===== config.mk =====
export PLATFORM = sky130hd
export DESIGN_NAME = aespim_ctrl_flat
export DESIGN_NICKNAME = d
export VERILOG_FILES = /design/src/rtl/aespim_pkg.sv /design/src/rtl/aespim_ctrl_if.sv /design/src/rtl/aespim_ctrl.sv /design/src/flat_wrapper.sv
export SDC_FILE = /design/constraint.sdc
export NUM_CORES = 1
export LEC_CHECK = 0
export CAP_MARGIN = 25
export CORE_MARGIN = 2
export CORE_UTILIZATION = 45
export CTS_CLUSTER_DIAMETER = 40
export DETAILED_ROUTE_END_ITERATION = 7
export GPL_ROUTABILITY_DRIVEN = 1
export MAX_ROUTING_LAYER = met4
export PLACE_DENSITY = 0.91
export SETUP_SLACK_MARGIN = 0.3
export SYNTH_ARGS = -nofsm -noshare
export SYNTH_HDL_FRONTEND = slang
export SYNTH_SLANG_ARGS = --single-unit

===== constraint.sdc =====
create_clock -name clk_i -period 5.7 [get_ports clk_i]
set_clock_uncertainty 0.1 [all_clocks]
set_input_delay 0.855 -clock clk_i [delete_from_list [all_inputs] [get_ports clk_i]]
set_output_delay 0.855 -clock clk_i [all_outputs]
set_load 0.005 [all_outputs]

===== src/rtl/aespim_pkg.sv =====
// rtl/aespim_pkg.sv - shared types and helpers for the AES/GF PIM accelerator
//
// Purpose: accelerator op encoding, command-sequencer state and op-class enums,
//          and the op classification helpers used by aespim_ctrl.
// Ports:   none (package).
package aespim_pkg;

  typedef enum logic [2:0] {
    OP_LD   = 3'd0,
    OP_ST   = 3'd1,
    OP_ENCI = 3'd2,
    OP_ENCM = 3'd3,
    OP_ENCF = 3'd4,
    OP_GMUL = 3'd5,
    OP_KEXI = 3'd6,
    OP_KEX  = 3'd7
  } aespim_op_e;

  typedef enum logic [1:0] {
    OPC_READ,
    OPC_WRITE,
    OPC_EXEC
  } aespim_op_class_e;

  typedef enum logic [2:0] {
    ST_IDLE,
    ST_RREQ,
    ST_RWAIT,
    ST_EXEC,
    ST_WREQ,
    ST_WWAIT,
    ST_DONE
  } aespim_ctrl_state_e;

  // Byte stride between consecutive word beats.
  localparam logic [31:0] WORD_STRIDE = 32'd4;

  // READ ops need a memory operand before start; WRITE ops store the
  // accelerator result afterwards; everything else only pulses start.
  function automatic aespim_op_class_e op_class(input aespim_op_e op);
    aespim_op_class_e cls;
    cls = OPC_EXEC;
    case (op)
      OP_LD, OP_ENCI, OP_ENCF, OP_GMUL: cls = OPC_READ;
      OP_ST, OP_KEXI, OP_KEX:           cls = OPC_WRITE;
      default:                          cls = OPC_EXEC;
    endcase
    return cls;
  endfunction

  // AES round ops, whose shift-row field can follow the beat index.
  function automatic logic is_enc_op(input aespim_op_e op);
    return (op == OP_ENCI) || (op == OP_ENCM) || (op == OP_ENCF);
  endfunction

endpackage


===== src/rtl/aespim_ctrl_if.sv =====
// rtl/aespim_ctrl_if.sv - command, data-bus and accelerator signal bundle
//
// Purpose: groups the core command handshake, the OBI-style data port and
//          the accelerator start/operand signals of aespim_ctrl.
// Signals:
//   cmd_valid/cmd_ready, cmd_op[2:0], cmd_sr[2:0], cmd_addr[31:0],
//   cmd_len[2:0], cmd_reg[31:0]                       core command
//   data_req/data_gnt, data_we, data_addr[31:0], data_wdata[31:0],
//   data_rvalid, data_rdata[31:0]                     memory data port
//   acc_start, acc_op_code[5:0], acc_data_mem[31:0],
//   acc_data_reg[31:0], acc_data[31:0]                accelerator
// Modports: master = sequencer side, slave = core/memory/accelerator side.
interface aespim_ctrl_if;

  logic        cmd_valid;
  logic        cmd_ready;
  logic [2:0]  cmd_op;
  logic [2:0]  cmd_sr;
  logic [31:0] cmd_addr;
  logic [2:0]  cmd_len;
  logic [31:0] cmd_reg;

  logic        data_req;
  logic        data_gnt;
  logic        data_we;
  logic [31:0] data_addr;
  logic [31:0] data_wdata;
  logic        data_rvalid;
  logic [31:0] data_rdata;

  logic        acc_start;
  logic [5:0]  acc_op_code;
  logic [31:0] acc_data_mem;
  logic [31:0] acc_data_reg;
  logic [31:0] acc_data;

  modport master (
    input  cmd_valid, cmd_op, cmd_sr, cmd_addr, cmd_len, cmd_reg,
    output cmd_ready,
    output data_req, data_we, data_addr, data_wdata,
    input  data_gnt, data_rvalid, data_rdata,
    output acc_start, acc_op_code, acc_data_mem, acc_data_reg,
    input  acc_data
  );

  modport slave (
    output cmd_valid, cmd_op, cmd_sr, cmd_addr, cmd_len, cmd_reg,
    input  cmd_ready,
    input  data_req, data_we, data_addr, data_wdata,
    output data_gnt, data_rvalid, data_rdata,
    input  acc_start, acc_op_code, acc_data_mem, acc_data_reg,
    output acc_data
  );

endinterface


===== src/rtl/aespim_ctrl.sv =====
// rtl/aespim_ctrl.sv - multi-word command sequencer for the AES/GF PIM accelerator
//
// Purpose: accepts one command (op, sr, base address, word count, register
//          operand) and, per word beat, fetches the memory operand, pulses
//          the accelerator start and stores accelerator results back.
// Ports:
//   clk_i   clock
//   rst_ni  asynchronous active-low reset
//   bus     aespim_ctrl_if.master (command, data port, accelerator)
//   busy_o  high whenever a command is in flight
//   done_o  one-cycle pulse at command completion
// Configuration:
//   AESPIM_CTRL_SR_AUTO_EN  when defined, AES round ops take their shift-row
//                           field from the beat index instead of cmd_sr.
module aespim_ctrl
  import aespim_pkg::*;
(
  input  logic          clk_i,
  input  logic          rst_ni,
  aespim_ctrl_if.master bus,
  output logic          busy_o,
  output logic          done_o
);

  aespim_ctrl_state_e state_q, state_d;

  aespim_op_e  op_q;
  logic [2:0]  sr_q;
  logic [2:0]  len_q;
  logic [2:0]  idx_q;
  logic [31:0] addr_q;
  logic [31:0] reg_q;
  logic [31:0] mem_q;
  logic [31:0] wdata_q;

  logic accept;
  logic cap_rdata;
  logic cap_wdata;
  logic beat_end;
  logic last_beat;
  logic [2:0] sr_eff;

  aespim_op_e       cmd_op;
  aespim_op_class_e cmd_cls;
  aespim_op_class_e cur_cls;

  assign cmd_op    = aespim_op_e'(bus.cmd_op);
  assign cmd_cls   = op_class(cmd_op);
  assign cur_cls   = op_class(op_q);
  assign last_beat = (idx_q + 3'd1) == len_q;

  // State register.
  always_ff @(posedge clk_i or negedge rst_ni) begin
    if (!rst_ni) begin
      state_q <= ST_IDLE;
    end else begin
      state_q <= state_d;
    end
  end

  // Next-state and per-cycle control strobes.
  always_comb begin
    state_d   = state_q;
    accept    = 1'b0;
    cap_rdata = 1'b0;
    cap_wdata = 1'b0;
    beat_end  = 1'b0;

    case (state_q)
      ST_IDLE: begin
        if (bus.cmd_valid) begin
          accept = 1'b1;
          if (bus.cmd_len == 3'd0) begin
            state_d = ST_DONE;
          end else if (cmd_cls == OPC_READ) begin
            state_d = ST_RREQ;
          end else begin
            state_d = ST_EXEC;
          end
        end
      end
      ST_RREQ: begin
        if (bus.data_gnt) begin
          // A response arriving together with the grant is taken at once.
          if (bus.data_rvalid) begin
            cap_rdata = 1'b1;
            state_d   = ST_EXEC;
          end else begin
            state_d = ST_RWAIT;
          end
        end
      end
      ST_RWAIT: begin
        if (bus.data_rvalid) begin
          cap_rdata = 1'b1;
          state_d   = ST_EXEC;
        end
      end
      ST_EXEC: begin
        if (cur_cls == OPC_WRITE) begin
          cap_wdata = 1'b1;
          state_d   = ST_WREQ;
        end else begin
          beat_end = 1'b1;
        end
      end
      ST_WREQ: begin
        if (bus.data_gnt) begin
          if (bus.data_rvalid) begin
            beat_end = 1'b1;
          end else begin
            state_d = ST_WWAIT;
          end
        end
      end
      ST_WWAIT: begin
        if (bus.data_rvalid) begin
          beat_end = 1'b1;
        end
      end
      ST_DONE: begin
        state_d = ST_IDLE;
      end
      default: begin
        state_d = ST_IDLE;
      end
    endcase

    // Beat completion overrides the per-state target: either finish or
    // restart the beat in the first state of the op's class.
    if (beat_end) begin
      if (last_beat) begin
        state_d = ST_DONE;
      end else if (cur_cls == OPC_READ) begin
        state_d = ST_RREQ;
      end else begin
        state_d = ST_EXEC;
      end
    end
  end

  // Command, beat counter, address and operand registers.
  always_ff @(posedge clk_i or negedge rst_ni) begin
    if (!rst_ni) begin
      op_q    <= OP_LD;
      sr_q    <= 3'd0;
      len_q   <= 3'd0;
      idx_q   <= 3'd0;
      addr_q  <= 32'd0;
      reg_q   <= 32'd0;
      mem_q   <= 32'd0;
      wdata_q <= 32'd0;
    end else begin
      if (accept) begin
        op_q   <= cmd_op;
        sr_q   <= bus.cmd_sr;
        len_q  <= bus.cmd_len;
        idx_q  <= 3'd0;
        addr_q <= bus.cmd_addr;
        reg_q  <= bus.cmd_reg;
      end
      if (cap_rdata) begin
        mem_q <= bus.data_rdata;
      end
      if (cap_wdata) begin
        wdata_q <= bus.acc_data;
      end
      if (beat_end) begin
        idx_q  <= idx_q + 3'd1;
        addr_q <= addr_q + WORD_STRIDE;  // wraps naturally at 2^32
      end
    end
  end

`ifdef AESPIM_CTRL_SR_AUTO_EN
  assign sr_eff = is_enc_op(op_q) ? idx_q : sr_q;
`else
  assign sr_eff = sr_q;
`endif

  // All bus/accelerator outputs come straight from registers or the state,
  // so address, write enable and write data stay stable while req waits.
  assign bus.cmd_ready    = (state_q == ST_IDLE);
  assign bus.data_req     = (state_q == ST_RREQ) || (state_q == ST_WREQ);
  assign bus.data_we      = (state_q == ST_WREQ);
  assign bus.data_addr    = addr_q;
  assign bus.data_wdata   = wdata_q;
  assign bus.acc_start    = (state_q == ST_EXEC);
  assign bus.acc_op_code  = {sr_eff, op_q};
  assign bus.acc_data_mem = mem_q;
  assign bus.acc_data_reg = reg_q;

  assign busy_o = (state_q != ST_IDLE);
  assign done_o = (state_q == ST_DONE);

endmodule


===== src/flat_wrapper.sv =====
// flat-port wrapper written by rule: the top's interface ports become plain ports
module aespim_ctrl_flat import aespim_pkg::*;
  (clk_i, rst_ni, busy_o, done_o, bus_cmd_valid, bus_cmd_op, bus_cmd_sr, bus_cmd_addr, bus_cmd_len, bus_cmd_reg, bus_cmd_ready, bus_data_req, bus_data_we, bus_data_addr, bus_data_wdata, bus_data_gnt, bus_data_rvalid, bus_data_rdata, bus_acc_start, bus_acc_op_code, bus_acc_data_mem, bus_acc_data_reg, bus_acc_data);
  aespim_ctrl_if bus_i ();
  input  logic clk_i;
  input  logic rst_ni;
  output logic busy_o;
  output logic done_o;
  input wire logic [$bits(bus_i.cmd_valid)-1:0] bus_cmd_valid;
  input wire logic [$bits(bus_i.cmd_op)-1:0] bus_cmd_op;
  input wire logic [$bits(bus_i.cmd_sr)-1:0] bus_cmd_sr;
  input wire logic [$bits(bus_i.cmd_addr)-1:0] bus_cmd_addr;
  input wire logic [$bits(bus_i.cmd_len)-1:0] bus_cmd_len;
  input wire logic [$bits(bus_i.cmd_reg)-1:0] bus_cmd_reg;
  output wire logic [$bits(bus_i.cmd_ready)-1:0] bus_cmd_ready;
  output wire logic [$bits(bus_i.data_req)-1:0] bus_data_req;
  output wire logic [$bits(bus_i.data_we)-1:0] bus_data_we;
  output wire logic [$bits(bus_i.data_addr)-1:0] bus_data_addr;
  output wire logic [$bits(bus_i.data_wdata)-1:0] bus_data_wdata;
  input wire logic [$bits(bus_i.data_gnt)-1:0] bus_data_gnt;
  input wire logic [$bits(bus_i.data_rvalid)-1:0] bus_data_rvalid;
  input wire logic [$bits(bus_i.data_rdata)-1:0] bus_data_rdata;
  output wire logic [$bits(bus_i.acc_start)-1:0] bus_acc_start;
  output wire logic [$bits(bus_i.acc_op_code)-1:0] bus_acc_op_code;
  output wire logic [$bits(bus_i.acc_data_mem)-1:0] bus_acc_data_mem;
  output wire logic [$bits(bus_i.acc_data_reg)-1:0] bus_acc_data_reg;
  input wire logic [$bits(bus_i.acc_data)-1:0] bus_acc_data;
  assign bus_i.cmd_valid = bus_cmd_valid;
  assign bus_i.cmd_op = bus_cmd_op;
  assign bus_i.cmd_sr = bus_cmd_sr;
  assign bus_i.cmd_addr = bus_cmd_addr;
  assign bus_i.cmd_len = bus_cmd_len;
  assign bus_i.cmd_reg = bus_cmd_reg;
  assign bus_cmd_ready = bus_i.cmd_ready;
  assign bus_data_req = bus_i.data_req;
  assign bus_data_we = bus_i.data_we;
  assign bus_data_addr = bus_i.data_addr;
  assign bus_data_wdata = bus_i.data_wdata;
  assign bus_i.data_gnt = bus_data_gnt;
  assign bus_i.data_rvalid = bus_data_rvalid;
  assign bus_i.data_rdata = bus_data_rdata;
  assign bus_acc_start = bus_i.acc_start;
  assign bus_acc_op_code = bus_i.acc_op_code;
  assign bus_acc_data_mem = bus_i.acc_data_mem;
  assign bus_acc_data_reg = bus_i.acc_data_reg;
  assign bus_i.acc_data = bus_acc_data;
  aespim_ctrl u_core (.clk_i(clk_i), .rst_ni(rst_ni), .bus(bus_i), .busy_o(busy_o), .done_o(done_o));
endmodule

==> flow_metrics.env <==
export IMPL_crit_fanout=13
export IMPL_seq_area_frac_synth_pct=56.7
export IMPL_gp_congestion=0.891
export IMPL_synth_compound_area_share_pct=10.0
export IMPL_avgSynthCellArea_um2=10.6
export IMPL_grt_ovfl_total=0
export IMPL_synth_cell_types=52
export IMPL_r2r_start="u_core.state_q[0]"
export IMPL_synth_main_ff_cell="dfrtp_1"
export IMPL_slew_viol_final=0
export IMPL_tightest_slew_ns=0.879
export IMPL_async_flop_share_pct=100
export IMPL_clockBufferDepth=2
export IMPL_cts_root_buf="clkbuf_16"
export IMPL_hold_path_end="u_core.bus.acc_data_reg[12]"
export IMPL_multi_input_area_um2=2570
export IMPL_clock_fmax_mhz=340
export IMPL_core_um2=13800
export IMPL_wl_per_cell_um=17.6
export IMPL_peakVddDrop_mv=0.264
export IMPL_r2r_slack_ns=3.20
export IMPL_cts_hold_buf=0
export IMPL_antenna_found_initial=0
export IMPL_dpl_hpwl_um=13700
export IMPL_grt_pass1_vias=5579
export IMPL_hp_start="u_core.bus.acc_data_reg[12]"
export IMPL_ios=282
export IMPL_portBuffers=281
export IMPL_yosys_register_bits=143
export IMPL_ctsResizeCount=0
export IMPL_path_class="register to primary output"
export IMPL_status="finished, final reports clean"
export IMPL_grt_pass1_wl_um=28900
export IMPL_clk_insertion_delay_late_ns=0.41
export IMPL_yosysWarningCount=0
export IMPL_synth_simple_area_share_pct=17.4
export IMPL_drt_initial_drc_count=384
export IMPL_htreeDepth=4
export IMPL_grt_util_all_layers_pct=25.8
export IMPL_muxShareOfSynthArea_pct=11.7
export IMPL_p_leak_nw=4.18
export IMPL_viasPerCell=5.30
export IMPL_start_util_pct=45.8
export IMPL_drv_cap=0
export IMPL_drt_total_wl_um=18700
export IMPL_crit_path_start="u_core.state_q[1]"
export IMPL_reg2reg_to="u_core.bus.data_addr[25]"
export IMPL_yosysTopAreaCellShare_pct=56.7
export IMPL_synth_fa_ha_area_share_pct=0.396
export IMPL_rows=43
export IMPL_crit_required_ns=4.74
export IMPL_die_w_um=122
export IMPL_synth_fp_nets=739
export IMPL_fill_cells=988
export IMPL_hold_depth=2
export IMPL_finalCritPeriodShare_pct=51.7
export IMPL_drive_gt1_share_pct=12.8
export IMPL_die_area_um2=15000
export IMPL_first_pass_iters=4
export IMPL_die_h_um=122
export IMPL_postCtsSetupBuffers=0
export IMPL_numCtsBuffers=17
export IMPL_post_place_ws_ns=2.39
export IMPL_worstRegToRegCells=5
export IMPL_syn_area_um2=6310
export IMPL_vias=5638
export IMPL_setup_tns_ns=0
export IMPL_area_growth_pct=56.1
export IMPL_synthCells=595
export IMPL_startpoint_type="register"
export IMPL_powerDensity_nw_per_um2=518
export IMPL_finalWorstSetupSlack_ns=2.76
export IMPL_cts_sinks=143
export IMPL_cp_end_kind="primary output"
export IMPL_finalHoldViolCount=0
export IMPL_cts_tree="done"
export IMPL_slew_headroom_pct=41.4
export IMPL_synth_top_area_cell="dfrtp_1"
export IMPL_synth_xor_area_share_pct=1.05
export IMPL_clk_pin_slew_ns=0.06
export IMPL_cp_arrival_ns=1.99
export IMPL_grt_max_degree=99
export IMPL_synth_area_top_cells="dfrtp_1 (57%), mux2_2 (11%), nand2_1 (11%)"
export IMPL_synth_top_family_by_area="simple AND/OR/NAND/NOR gates"
export IMPL_fin_crit_ns=2.94
export IMPL_post_route_drc_count=0
export IMPL_diodes=0
export IMPL_setup_violations=0
export IMPL_synth_edff_count=0
export IMPL_hp_class="register to register"
export IMPL_rsz0062_at_grt="false"
export IMPL_nets=1015
export IMPL_seq_area_um2=3580
export IMPL_drtAntennaViolNets=0
-- routing by layer --
| layer | wire, um | vias to the layer above | global-route usage [%] | part of all wire (%) |
|---|---|---|---|---|
| met5 | 0 | - | - | 0 |
| met4 | 633 | 0 | 11.1 | 3.4 |
| met3 | 1510 | 58 | 6.09 | 8.1 |
| met2 | 9020 | 268 | 40.7 | 48 |
| met1 | 7540 | 2661 | 31.9 | 40 |
| li1 | - | 2651 | - | - |
-- metrics by stage --
step	cell area (um^2)	power, mW	instances	hold WS [ns]	util (%)
floorplan	6310	2.72	595	0.357	-
global placement	9260	3.93	1032	0.356	67.2
detailed placement	9260	4.03	1032	0.362	67.2
CTS	9860	5.15	1064	0.376	71.6
global route	9860	5.43	1064	0.381	71.6
finish	9860	5.11	1064	0.368	71.6
-- critical path, cell delays in order (launching register included) --
cell	delay, ns
dfrtp_1	0.51
nor2_1	0.27
nand2_1	0.15
inv_1	0.12
clkdlybuf4s50_1	0.53
-- kinds of logic (layout without fill, tap and decap cells) --
logic type,Yosys count,after routing
XOR/XNOR,6,6
AO/OA/AOI/OAI,86,86
multiplexers,66,66
flip-flops,143,143
adder cells (fa/ha/maj),2,2
AND/OR/NAND/NOR,253,253
buffers and inverters,39,328
-- cell type report --
type / count / area share (%)
Clock buffer: 22 / 4.91
Inverter: 10 / 0.381
Multi-Input combinational cell: 413 / 26.1
Timing Repair Buffer: 286 / 28.9
Tap cell: 180 / 2.29
Clock inverter: 10 / 1.12
Sequential cell: 143 / 36.3
-- cells in the mapped netlist (6+ instances only) --
| library cell | number |
|---|---|
| nand4_1 | 6 |
| buf_2 | 18 |
| nor2_1 | 11 |
| dfrtp_1 | 143 |
| o311ai_0 | 19 |
| mux2_2 | 64 |
| inv_1 | 10 |
| o211ai_1 | 16 |
| nand3_1 | 20 |
| clkbuf_1 | 10 |
| nand2_1 | 185 |
| a21oi_1 | 8 |
| o21ai_0 | 16 |
-- where the power goes --
group | internal [mW] | switching (mW)
combinational | 1.31 | 0.828
clock | 0.687 | 0.408
sequential | 1.49 | 0.389
total | 3.48 | 1.62
-- cells in the final DEF (no fill, tap or decap), types with 16 or more instances in the layout --
master           instances
clkbuf_16               17
clkdlybuf4s50_1        280
dfrtp_1                143
mux2_2                  64
nand2_1                184
nand3_1                 20
o211ai_1                16
o21ai_0                 16
o311ai_0                19
-- how the worst max path moves through the flow --
stage,end
after floorplan,u_core.bus.data_addr[21]
after detailed placement,u_core.bus.data_addr[25]
final,bus_cmd_ready
after CTS,bus_cmd_ready
after global routing,u_core.bus.data_addr[24]
after global placement,u_core.bus.data_addr[22]
(Power assumes the default switching activity.)
